[src/rtl/ps2_host_tx_pkg.sv]
// ---------------------------------------------------------------------------
// ps2_host_tx_pkg
//   Shared definitions for the PS/2 host transmitter and its line filter:
//   transmitter state encoding, default timing constants, timer width,
//   common PS/2 command/response codes and the frame parity helper.
// ---------------------------------------------------------------------------
package ps2_host_tx_pkg;

   typedef enum logic [2:0] {
      ST_IDLE,
      ST_INHIBIT,
      ST_RTS,
      ST_SHIFT,
      ST_ACK,
      ST_WAIT_IDLE,
      ST_DONE,
      ST_ERR
   } tx_state_t;

   // Defaults for a 50 MHz system clock
   localparam int unsigned DEF_INHIBIT_CYCLES = 5000;    // 100 us
   localparam int unsigned DEF_START_TIMEOUT  = 750000;  // 15 ms
   localparam int unsigned DEF_XFER_TIMEOUT   = 100000;  // 2 ms
   localparam int unsigned DEF_FILTER_LEN     = 8;

   localparam int unsigned TIMER_W = 20;

   // Index of the parity bit in the {parity, data} frame
   localparam logic [3:0] PARITY_IDX = 4'd8;

   localparam logic [7:0] CMD_ENABLE_REPORTING = 8'hF4;
   localparam logic [7:0] CMD_RESET            = 8'hFF;
   localparam logic [7:0] RSP_ACK              = 8'hFA;

   // PS/2 frames use odd parity: data bits plus parity hold an odd count of 1s
   function automatic logic odd_parity(input logic [7:0] b);
      return ~^b;
   endfunction

endpackage

[src/rtl/ps2_host_tx_if.sv]
// ---------------------------------------------------------------------------
// ps2_host_tx_if
//   Command-side handshake between a requester and the PS/2 host transmitter.
//     data  [7:0]  command byte, sampled when send && !busy
//     send         start strobe, ignored while busy
//     busy         transfer in progress
//     done         one-cycle pulse: byte sent and acked
//     err          one-cycle pulse: timeout or missing ack
//   master = requester, slave = transmitter.
// ---------------------------------------------------------------------------
interface ps2_host_tx_if;
   logic [7:0] data;
   logic       send;
   logic       busy;
   logic       done;
   logic       err;

   modport master (output data, send, input busy, done, err);
   modport slave  (input data, send, output busy, done, err);
endinterface

[src/rtl/ps2_host_tx_line_filter.sv]
// ---------------------------------------------------------------------------
// ps2_line_filter
//   Conditions one raw, asynchronous PS/2 line: 2-flop synchroniser followed
//   by a stability filter that accepts a new level only after it has been
//   seen for FILTER_LEN consecutive cycles. fall_o strobes for one cycle in
//   the same cycle line_o drops from 1 to 0.
//   Ports: clk, rst (async, active-high), line_in (raw), line_o (filtered),
//          fall_o (1->0 strobe).
// ---------------------------------------------------------------------------
module ps2_line_filter #(
   parameter int unsigned FILTER_LEN = 8
) (
   input  logic clk,
   input  logic rst,
   input  logic line_in,
   output logic line_o,
   output logic fall_o
);

   localparam int unsigned CNT_W = (FILTER_LEN > 1) ? $clog2(FILTER_LEN) : 1;

   logic [1:0]       sync_q, sync_d;
   logic             line_q, line_d;
   logic [CNT_W-1:0] cnt_q, cnt_d;
   logic             fall_q, fall_d;

   always_comb begin
      sync_d = {sync_q[0], line_in};
      line_d = line_q;
      cnt_d  = '0;
      fall_d = 1'b0;
      if (sync_q[1] != line_q) begin
         if (cnt_q == CNT_W'(FILTER_LEN - 1)) begin
            line_d = sync_q[1];
            fall_d = line_q;   // levels differ, so old level 1 means a fall
         end else begin
            cnt_d = cnt_q + CNT_W'(1);
         end
      end
   end

   // Synchroniser and filtered level reset to the idle-bus level (high) so
   // that leaving reset never produces a spurious fall.
   always_ff @(posedge clk or posedge rst) begin
      if (rst) begin
         sync_q <= '1;
         line_q <= 1'b1;
         cnt_q  <= '0;
         fall_q <= 1'b0;
      end else begin
         sync_q <= sync_d;
         line_q <= line_d;
         cnt_q  <= cnt_d;
         fall_q <= fall_d;
      end
   end

   assign line_o = line_q;
   assign fall_o = fall_q;

endmodule

[src/rtl/ps2_host_tx.sv]
// ---------------------------------------------------------------------------
// ps2_host_tx
//   Host-to-device PS/2 transmitter. Sends one command byte to the attached
//   device: clock inhibit, request-to-send, bits shifted out on device clock
//   falls, odd parity, stop, ack check, start/transfer timeouts.
//   Ports:
//     clk, rst            system clock, async active-high reset
//     host (slave)        data/send in, busy/done/err out
//     ps2c_in, ps2d_in    raw PS/2 clock/data lines (asynchronous)
//     ps2c_low, ps2d_low  open-collector enables: 1 = pull line low
// ---------------------------------------------------------------------------
module ps2_host_tx
   import ps2_host_tx_pkg::*;
#(
   parameter int unsigned INHIBIT_CYCLES = DEF_INHIBIT_CYCLES,
   parameter int unsigned START_TIMEOUT  = DEF_START_TIMEOUT,
   parameter int unsigned XFER_TIMEOUT   = DEF_XFER_TIMEOUT,
   parameter int unsigned FILTER_LEN     = DEF_FILTER_LEN
) (
   input  logic          clk,
   input  logic          rst,
   ps2_host_tx_if.slave  host,
   input  logic          ps2c_in,
   input  logic          ps2d_in,
   output logic          ps2c_low,
   output logic          ps2d_low
);

   tx_state_t          state_q, state_d;
   logic [8:0]         frame_q, frame_d;     // {parity, data}, shifted LSB-first
   logic [3:0]         bit_idx_q, bit_idx_d;
   logic [TIMER_W-1:0] timer_q, timer_d;

   logic c_filt, c_fall;
   logic d_filt, d_fall_unused;

   ps2_line_filter #(.FILTER_LEN(FILTER_LEN)) u_clk_filter (
      .clk     (clk),
      .rst     (rst),
      .line_in (ps2c_in),
      .line_o  (c_filt),
      .fall_o  (c_fall)
   );

   ps2_line_filter #(.FILTER_LEN(FILTER_LEN)) u_data_filter (
      .clk     (clk),
      .rst     (rst),
      .line_in (ps2d_in),
      .line_o  (d_filt),
      .fall_o  (d_fall_unused)
   );

   always_comb begin
      state_d   = state_q;
      frame_d   = frame_q;
      bit_idx_d = bit_idx_q;
      timer_d   = timer_q;
      ps2c_low  = 1'b0;
      ps2d_low  = 1'b0;
      host.busy = 1'b0;
      host.done = 1'b0;
      host.err  = 1'b0;

      // One down-counter serves every phase; each phase reloads it on entry
      if (timer_q != '0) begin
         timer_d = timer_q - TIMER_W'(1);
      end

      case (state_q)
         ST_IDLE: begin
            if (host.send) begin
               frame_d = {odd_parity(host.data), host.data};
               timer_d = TIMER_W'(INHIBIT_CYCLES - 1);
               state_d = ST_INHIBIT;
            end
         end

         ST_INHIBIT: begin
            host.busy = 1'b1;
            ps2c_low  = 1'b1;
            if (timer_q == '0) begin
               ps2d_low = 1'b1;   // start bit goes out in the last inhibit cycle
               timer_d  = TIMER_W'(START_TIMEOUT - 1);
               state_d  = ST_RTS;
            end
         end

         ST_RTS: begin
            host.busy = 1'b1;
            ps2d_low  = 1'b1;
            if (c_fall) begin
               ps2d_low  = ~frame_q[0];
               bit_idx_d = '0;
               timer_d   = TIMER_W'(XFER_TIMEOUT - 1);
               state_d   = ST_SHIFT;
            end else if (timer_q == '0) begin
               state_d = ST_ERR;
            end
         end

         // frame_q[0] always holds the bit on the wire; on a fall the next
         // bit is presented in the same cycle via the shifted value.
         ST_SHIFT: begin
            host.busy = 1'b1;
            ps2d_low  = ~frame_q[0];
            if (c_fall) begin
               bit_idx_d = bit_idx_q + 4'd1;
               frame_d   = {1'b1, frame_q[8:1]};
               if (bit_idx_q == PARITY_IDX) begin
                  ps2d_low = 1'b0;   // stop bit: release the data line
                  state_d  = ST_ACK;
               end else begin
                  ps2d_low = ~frame_q[1];
               end
            end else if (timer_q == '0) begin
               state_d = ST_ERR;
            end
         end

         ST_ACK: begin
            host.busy = 1'b1;
            if (c_fall) begin
               state_d = d_filt ? ST_ERR : ST_WAIT_IDLE;
            end else if (timer_q == '0) begin
               state_d = ST_ERR;
            end
         end

         ST_WAIT_IDLE: begin
            host.busy = 1'b1;
            if (c_filt && d_filt) begin
               state_d = ST_DONE;
            end
         end

         ST_DONE: begin
            host.done = 1'b1;
            state_d   = ST_IDLE;
         end

         ST_ERR: begin
            host.err = 1'b1;
            state_d  = ST_IDLE;
         end

         default: begin
            state_d = ST_IDLE;
         end
      endcase
   end

   always_ff @(posedge clk or posedge rst) begin
      if (rst) begin
         state_q   <= ST_IDLE;
         frame_q   <= '0;
         bit_idx_q <= '0;
         timer_q   <= '0;
      end else begin
         state_q   <= state_d;
         frame_q   <= frame_d;
         bit_idx_q <= bit_idx_d;
         timer_q   <= timer_d;
      end
   end

endmodule

[src/flat_wrapper.sv]
// flat-port wrapper written by rule: the top's interface ports become plain ports
module ps2_host_tx_flat import ps2_host_tx_pkg::*;
#(
   parameter int unsigned INHIBIT_CYCLES = DEF_INHIBIT_CYCLES,
   parameter int unsigned START_TIMEOUT  = DEF_START_TIMEOUT,
   parameter int unsigned XFER_TIMEOUT   = DEF_XFER_TIMEOUT,
   parameter int unsigned FILTER_LEN     = DEF_FILTER_LEN
)
  (clk, rst, ps2c_in, ps2d_in, ps2c_low, ps2d_low, host_data, host_send, host_busy, host_done, host_err);
  ps2_host_tx_if host_i ();
  input  logic clk;
  input  logic rst;
  input  logic ps2c_in;
  input  logic ps2d_in;
  output logic ps2c_low;
  output logic ps2d_low;
  input wire logic [$bits(host_i.data)-1:0] host_data;
  input wire logic [$bits(host_i.send)-1:0] host_send;
  output wire logic [$bits(host_i.busy)-1:0] host_busy;
  output wire logic [$bits(host_i.done)-1:0] host_done;
  output wire logic [$bits(host_i.err)-1:0] host_err;
  assign host_i.data = host_data;
  assign host_i.send = host_send;
  assign host_busy = host_i.busy;
  assign host_done = host_i.done;
  assign host_err = host_i.err;
  ps2_host_tx #(.INHIBIT_CYCLES(INHIBIT_CYCLES), .START_TIMEOUT(START_TIMEOUT), .XFER_TIMEOUT(XFER_TIMEOUT), .FILTER_LEN(FILTER_LEN)) u_core (.clk(clk), .rst(rst), .host(host_i), .ps2c_in(ps2c_in), .ps2d_in(ps2d_in), .ps2c_low(ps2c_low), .ps2d_low(ps2d_low));
endmodule
[config.mk]
export PLATFORM = sky130hd
export DESIGN_NAME = ps2_host_tx_flat
export DESIGN_NICKNAME = d
export VERILOG_FILES = /design/src/rtl/ps2_host_tx_pkg.sv /design/src/rtl/ps2_host_tx_if.sv /design/src/rtl/ps2_host_tx_line_filter.sv /design/src/rtl/ps2_host_tx.sv /design/src/flat_wrapper.sv
export SDC_FILE = /design/constraint.sdc
export NUM_CORES = 1
export LEC_CHECK = 0
export ABC_AREA = 1
export CORE_MARGIN = 8
export CORE_UTILIZATION = 60
export DETAILED_ROUTE_END_ITERATION = 10
export PLACE_DENSITY = 0.9
export SLEW_MARGIN = 5
export SYNTH_ARGS = -nofsm -noshare
export SYNTH_HDL_FRONTEND = slang
export SYNTH_SLANG_ARGS = --single-unit
[constraint.sdc]
create_clock -name clk -period 2.1 [get_ports clk]
set_input_delay 0.525 -clock clk [delete_from_list [all_inputs] [get_ports clk]]
set_output_delay 0.525 -clock clk [all_outputs]
set_load 0.02 [all_outputs]
==> results.md, run 1 <==
- Yosys top cell by area: dfrtp_1
- Slew @ Worst Pin: 492.6 ps
- Die Ht: 86.70 µm
- Hold_ws: 360.2 ps
- Synth Warn #: 0
- M1 WL: 2.867 mm
- Unrepaired setup endpoints after global routing: true
- Clock network latency to the later pin of the worst-skew pair: 300 ps
- Syn Area/Cell: 7.710 µm²
- CTS tree: done
- Worst-path clk slew: 90 ps
- Via Count: 2950
- Crit end category: primary output
- Final setup fails: 1
- Clock buffer depth: 2
- Hold crit path type: reg2reg
- Post-synthesis register bit count: 49
- TNS Setup: -123.9 ps
- Routed WL per cell: 14.54 µm
- Ys async rst share: 1.000
- DRC: 0
- P_leak: 1.994 nW
- IO Pins: 18
- Vias in the first global route: 2962
- Ant diodes: 0
- Top cells by area, synth: dfrtp_1 36%, nand2_1 12%, nor2_1 6.1%
- Minimum clock period: 2224 ps
- Sink Count: 49
- Finished layout cell area: 3826 µm²
- IO buf count: 17
- Post-synthesis sequential area ratio: 0.4113
- Post-synth cell types: 36
- Final WS setup: -123.9 ps
- Critical Path Source Type: register
- Area grow syn2layout: 27.58%
- DP Area: 3649 µm²
- Post-synth EDFFs: 0
- Critical path data arrival time: 1700 ps
- Nets@finish: 489
- Max Clock Freq: 0.4497 GHz
- First-pass GRT wire length: 13.05 mm
- Peak supply drop: 758.5 µV
- Met2 wire len: 4.016 mm
- Most common cell in the netlist: nand2_1
- Placed cell count: 524
- Maxcap violations: 0
- Clk_skew: 4.340 ps
- Hold depth: 0
- Crit Path Category: reg2out
- Drt first pass iters: 5
- Area share of the largest cell type after synthesis: 0.3588
- Antenna-violating nets left: 0
- Final HPWL from detailed placement: 5.838 mm
- Fill cells: 318
- Crit path required time: 1570 ps
- Status: finished with violations
- Final hold violation count: 0
- Die area: 7517 µm²
- Starting Density: 0.6267
- Power Total: 0.003922 W
- Synthesized area: 2999 µm²
- Synthesized instance count: 389
- Initial antenna violation count: 0
- GP Congestion: 0.9399
- Max FO, Critical Path: 2
- Total grt overflow: 0
- Initial DRC Count: 196
- Clock H-tree levels: 2
- Area of the multi-input gates: 1556 µm²
- Vias per std cell: 5.504
- Share of layout cells above drive strength 1: 0.2708
- CTS buffer count: 5
- Tcrit/Tclk final: 1.059
- Mapped Nets: 410
- Die Span X: 86.70 µm
- Top FF cell, synth: dfrtp_1
- Highest routed layer: met4
- FF-to-FF path depth: 9
- Failing checks: setup timing
- Core Region: 4786 µm²
- Synth top cells by count: 94 x nand2_1, 49 x nor2_1, 46 x inv_1
- Post-Layout Cell Count: 536
- Core Rows: 25
- Slew headroom: 0.6711
- Max Slew Vio Count: 0
- Met3 wire length: 534 µm
- Power per cell area: 1025 nW/µm²
- Pin count of the biggest net entering global routing: 28
- CTS Root Cell: clkbuf_8
- Total track usage: 0.2177
- Area taken by flip-flops and latches: 1235 µm²
- Post-Route WL: 7.792 mm
==> kinds of logic (layout without fill, tap and decap cells) <==
| group | Yosys count | count (layout) | synth area share |
|---|---|---|---|
| buffers and inverters | 59 | 139 | 0.08135 |
| AO/OA/AOI/OAI | 46 | 46 | 0.09220 |
| AND/OR/NAND/NOR | 213 | 213 | 0.3408 |
| adder cells (fa/ha/maj) | 8 | 8 | 0.03338 |
| XOR/XNOR | 14 | 14 | 0.04089 |
| flip-flops | 49 | 49 | 0.4113 |
==> sequential cells by signal, summed over array words and instances, names as in the netlist, 2 cells and up <==
| name | flops |
|---|---|
| u_core.u_clk_filter.cnt_q | 3 |
| u_core.timer_q | 20 |
| u_core.u_data_filter.cnt_q | 3 |
| u_core.u_data_filter.sync_q | 2 |
| u_core.u_clk_filter.sync_q | 2 |
| u_core.frame_q | 9 |
| u_core.state_q | 3 |
| u_core.bit_idx_q | 4 |
==> critical path, cell delays in order, from the launching register on <==
cell and delay (ps):
dfrtp_1 410, nor2_2 160, nand2_2 120, nor2_8 140
nand3_4 90, nor2_4 120, inv_2 40, o211ai_1 110
buf_4 190
==> cells in the final DEF, fill, tap and decap left out, drive strengths merged, types with 2 or more instances in the layout <==
cell and count:
ha 8, a21oi 8, nand4 7, clkdlybuf4s50 12, nand2 106, nand3 26, nand2b 2, clkbuf 7
buf 63, dfrtp 43, dfstp 6, xor2 7, nor3 6, o211ai 12, nor2 59, or2 5
o21ai 21, o31ai 2, xnor2 7, dlygate4sd2 2, inv 53
==> routing by layer <==
metal	up-vias	track usage
met3	48	0.05009
met4	0	0.1174
met1	1373	0.2286
li1	1400	-
met2	129	0.3924
met5	-	0
==> per-stage QoR <==
step           worst slack (ps)    util
2_1_floorplan             7.539       -
3_5_place_dp             -243.6  0.7624
5_1_grt                  -160.7  0.7995
3_3_place_gp             -229.6  0.7624
6_report                 -123.9  0.7995
4_1_cts                  -63.71  0.7890
==> power breakdown <==
group          total (W)  internal [W]  switching (W)
Combinational    0.00186      0.000776        0.00108
Clock           0.000715      0.000388       0.000327
Sequential       0.00135       0.00120       0.000152
==> cell type report <==
type	count	area share
clock inverter	2	0.009810
tap	67	0.02191
clock buffer	6	0.02158
inverter	53	0.05199
multi-input combinational	281	0.4068
timing repair buffer	78	0.1651
sequential	49	0.3228
==> timing repair <==
item,in CTS,in global routing
hold buffers,0,0
pin swaps,1,4
gates resized for setup,18,11
setup buffers,0,4
cloned,0,0
endpoints found under the setup margin,5,3
==> final timing paths <==
path,startpoint,to,slack (ps)
setup / recovery,u_core.timer_q[6],ps2d_low,-120
hold / removal,u_core.u_clk_filter.sync_q[0],u_core.u_clk_filter.sync_q[1],360
setup reg to reg,u_core.timer_q[11],u_core.timer_q[0],220
hold reg to reg,u_core.u_clk_filter.sync_q[0],u_core.u_clk_filter.sync_q[1],360
max in group asynchronous,rst,u_core.state_q[2],1020
min in group asynchronous,rst,u_core.frame_q[3],570
(Power assumes the default switching activity.)
==> run 2, diff against run 1 <==
--- a/config.mk
+++ b/config.mk
@@ -9,6 +9,7 @@
 export CORE_MARGIN = 8
 export CORE_UTILIZATION = 60
 export DETAILED_ROUTE_END_ITERATION = 10
+export HOLD_SLACK_MARGIN = 0.06
 export PLACE_DENSITY = 0.9
 export SLEW_MARGIN = 5
 export SYNTH_ARGS = -nofsm -noshare
==> results of run 2 <==
Same layout as run 1: the final DEF is identical, and so are final timing and power.
==> run 3, diff against run 2 <==
--- a/config.mk
+++ b/config.mk
@@ -5,9 +5,9 @@
 export SDC_FILE = /design/constraint.sdc
 export NUM_CORES = 1
 export LEC_CHECK = 0
-export ABC_AREA = 1
 export CORE_MARGIN = 8
-export CORE_UTILIZATION = 60
+export CORE_UTILIZATION = 59
+export CTS_CLUSTER_DIAMETER = 150
 export DETAILED_ROUTE_END_ITERATION = 10
 export HOLD_SLACK_MARGIN = 0.06
 export PLACE_DENSITY = 0.9
==> run 3 against run 2 <==
  * The flow still finishes with violations (setup timing)
  * Sequential share of layout area up 3.1 points
  * Global-route usage is 1.7 points lower
  * Critical path depth decreased by 1
  * Clock power is 2% lower
  * Worst hold slack better by 1.5 ps
  * Combinational power decreased by 89%
  * Sequential power shrank 21%
  * Sequential cell count did not move
  * Non-clock buffer count shrank 10
  * Final cell count down 27%
  * Die area fell by 6.4%
  * Critical path type unchanged
  * Critical endpoint unchanged
  * Largest cell class unchanged
==> results.md, run 3 <==
- Dpl ws: -312.6 ps
- Ant diodes: 0
- Commonest non-fill, non-tap cells in the layout: 49 x buf_4, 43 x dfrtp_1, 24 x nand2_1
- Starting Density: 0.6199
- Total track usage: 0.2005
- Mapped Nets: 295
- Minimum clock period: 2256 ps
- Ys async rst share: 1.000
- Share of layout cells above drive strength 1: 0.2663
- GP Congestion: 0.9734
- Clock network latency to the later pin of the worst-skew pair: 310 ps
- Max FO, Critical Path: 2
- First-pass GRT wire length: 11.66 mm
- Syn Area/Cell: 9.918 µm²
- Tcrit/Tclk final: 1.074
- P_leak: 1.523 nW
- Final WS setup: -155.8 ps
- Top cells by area, synth: dfrtp_1 40%, dfstp_2 5.8%, mux2i_1 4.8%
- Post-synthesis sequential area ratio: 0.4540
- Initial antenna violation count: 0
- Maxcap violations: 0
- Crit path required time: 1570 ps
- Die Span X: 83.87 µm
- Finished layout cell area: 3490 µm²
- Peak supply drop: 429.5 µV
- DP Area: 3297 µm²
- Core Rows: 24
- Final hold violation count: 0
- Synthesized instance count: 274
- Worst Setup SP: u_core.timer_q[0]
- Area share of the largest cell type after synthesis: 0.3959
- Max incr delay on CP: 410 ps
- Most common cell in the netlist: dfrtp_1
- Hold crit path type: reg2reg
- Post-synthesis register bit count: 49
- Pin count of the biggest net entering global routing: 23
- Initial DRC Count: 248
- Worst-path clk slew: 90 ps
- Drt first pass iters: 5
- Min-Delay Startpoint: u_core.u_clk_filter.sync_q[0]
- Slew headroom: 0.6185
- CTS tree: done
- CTS buffer count: 5
- Final setup fails: 2
- Final HPWL from detailed placement: 5.013 mm
- Max Clock Freq: 0.4433 GHz
- Crit-path cells: inv_2 > ha_4 > nor3b_4 > and4_4 > nand3_4 > o21ai_4 > buf_6
- GR peak layer: met2
- Post-synth cell types: 55
- Yosys top cell by area: dfrtp_1
- DRC: 0
- Nets@finish: 358
- Sink Count: 49
- Max Slew Vio Count: 0
- Most common cell after layout, fill and taps aside: buf_4
- Critical path data arrival time: 1730 ps
- Critical Path Source Type: register
- IO Pins: 18
- Total grt overflow: 0
- Met3 Use GR: 0.04688
- Core Region: 4384 µm²
- GR Util met1: 0.2348
- Power per cell area: 566.8 nW/µm²
- Failing checks: setup timing
- Synth Warn #: 0
- Slew @ Worst Pin: 567.9 ps
- CTS Root Cell: clkbuf_8
- IO buf count: 17
- Routed WL per cell: 18.98 µm
- Vias per std cell: 6.421
- Crit Path Category: reg2out
- Unrepaired setup endpoints after global routing: true
- Top FF cell, synth: dfrtp_1
- GR Layer Usage met2: 0.3347
- Register with the most flip-flops: u_core.timer_q
- Largest registers: u_core.timer_q x20, u_core.frame_q x9, u_core.bit_idx_q x4
- CTS hold repair buffers: 0
- Max reg flops: 20
- Post-Route WL: 7.401 mm
- Post-synth EDFFs: 0
- Finished Core Util: 0.7959
- Fill cells: 249
- Clk_skew: 8.720 ps
- Synthesized area: 2718 µm²
- Via Count: 2504
- Synth top cells by count: 43 x dfrtp_1, 24 x nand2_1, 20 x o21ai_0
- Clock H-tree levels: 2
- Area grow syn2layout: 28.41%
- Crit end category: primary output
- Die area: 7034 µm²
- Antenna-violating nets left: 0
- Reg2reg start: u_core.timer_q[5]
- Die Ht: 83.87 µm
- Critical path's top delay family: simple AND/OR/NAND/NOR gates
- Vias in the first global route: 2497
- Status: finished with violations
- Crit path buf inv count: 2
- Slowest cell on the critical path: dfrtp_1
- Clock buffer depth: 2
## run 3: cell count changes after synthesis, sizes merged, moves of 5 or more
cell,change
nor2b,+5
clkbuf,+8
nor3,+6
inv,-43
nand3,-16
mux2i,+13
o211ai,-10
xnor2,+6
nor4,+12
nand2,-82
nor2,-48
or4,+5
## run 3: through the flow
stage	power, W	hold slack (ps)	TNS (ps)	cells
after floorplan	0.001205	345.2	0	274
after global placement	0.001261	346.6	-266.4	381
after detailed placement	0.001288	351.1	-359.0	381
after CTS	0.001980	361.0	-227.0	389
after global routing	0.002052	365.5	-513.5	390
final	0.001978	361.7	-169.1	390
## run 3: worst paths after layout
| check | end | slack (ps) | cells after the start |
|---|---|---|---|
| worst max register to register | u_core.timer_q[18] | 0 | 6 |
| worst min-delay path | u_core.u_clk_filter.sync_q[1] | 360 | 0 |
| min in group asynchronous | u_core.state_q[1] | 560 | 2 |
| worst min register to register | u_core.u_clk_filter.sync_q[1] | 360 | 0 |
| worst max-delay path | ps2d_low | -160 | 7 |
| max in group asynchronous | u_core.timer_q[10] | 1070 | 3 |
## run 3: cell type report
| type | count | area (µm²) | share of cell area |
|---|---|---|---|
| Inverter | 10 | 37.54 | 0.01076 |
| Clock buffer | 7 | 86.33 | 0.02474 |
| Timing Repair Buffer | 68 | 561.8 | 0.1610 |
| Multi-Input combinational cell | 203 | 1475 | 0.4227 |
| Sequential cell | 49 | 1234 | 0.3535 |
| Tap cell | 52 | 65.06 | 0.01864 |
| Clock inverter | 1 | 30.03 | 0.008605 |
## run 3: layer usage
| layer | vias up | routed length, µm |
|---|---|---|
| met3 | 33 | 536 |
| li1 | 1129 | - |
| met1 | 1184 | 2882 |
| met2 | 158 | 3720 |
| met5 | - | 0 |
| met4 | 0 | 262 |
## run 3: kinds of logic after synthesis
logic type                 after synthesis  share of synthesized area
xor gates and xnor gates                17                    0.05479
buffers and inverters                   22                    0.03315
adders and majority gates                8                    0.03683
AOI/OAI and AO/OA                       54                     0.1252
muxes                                   16                    0.06031
and+or+nand+nor                        108                     0.2357
DFF                                     49                     0.4540
## run 3: report_power, final
group          internal, W  leakage [nW]  total, W  switching (W)
Combinational     0.000110         0.880  0.000203      0.0000934
Sequential         0.00102         0.584   0.00107      0.0000472
Clock             0.000389        0.0585  0.000704       0.000315
Total              0.00152          1.52   0.00198       0.000456
## run 3: worst register-to-register path: cells and delay by family, from the launching register on
kind / cells / cell delay (ps)
flip-flops: 1 / 390
AND/OR/NAND/NOR: 4 / 1230
multiplexers: 1 / 230
buffers and inverters: 1 / 140
## run 3: timing repair
| item | 4_1_cts | 5_1_grt |
|---|---|---|
| endpoints found under the hold margin | 0 | 0 |
| pin swaps | 1 | 1 |
| gates resized for setup | 16 | 15 |
| buffers inserted | 0 | 2 |
| endpoints found under the setup margin | 7 | 13 |
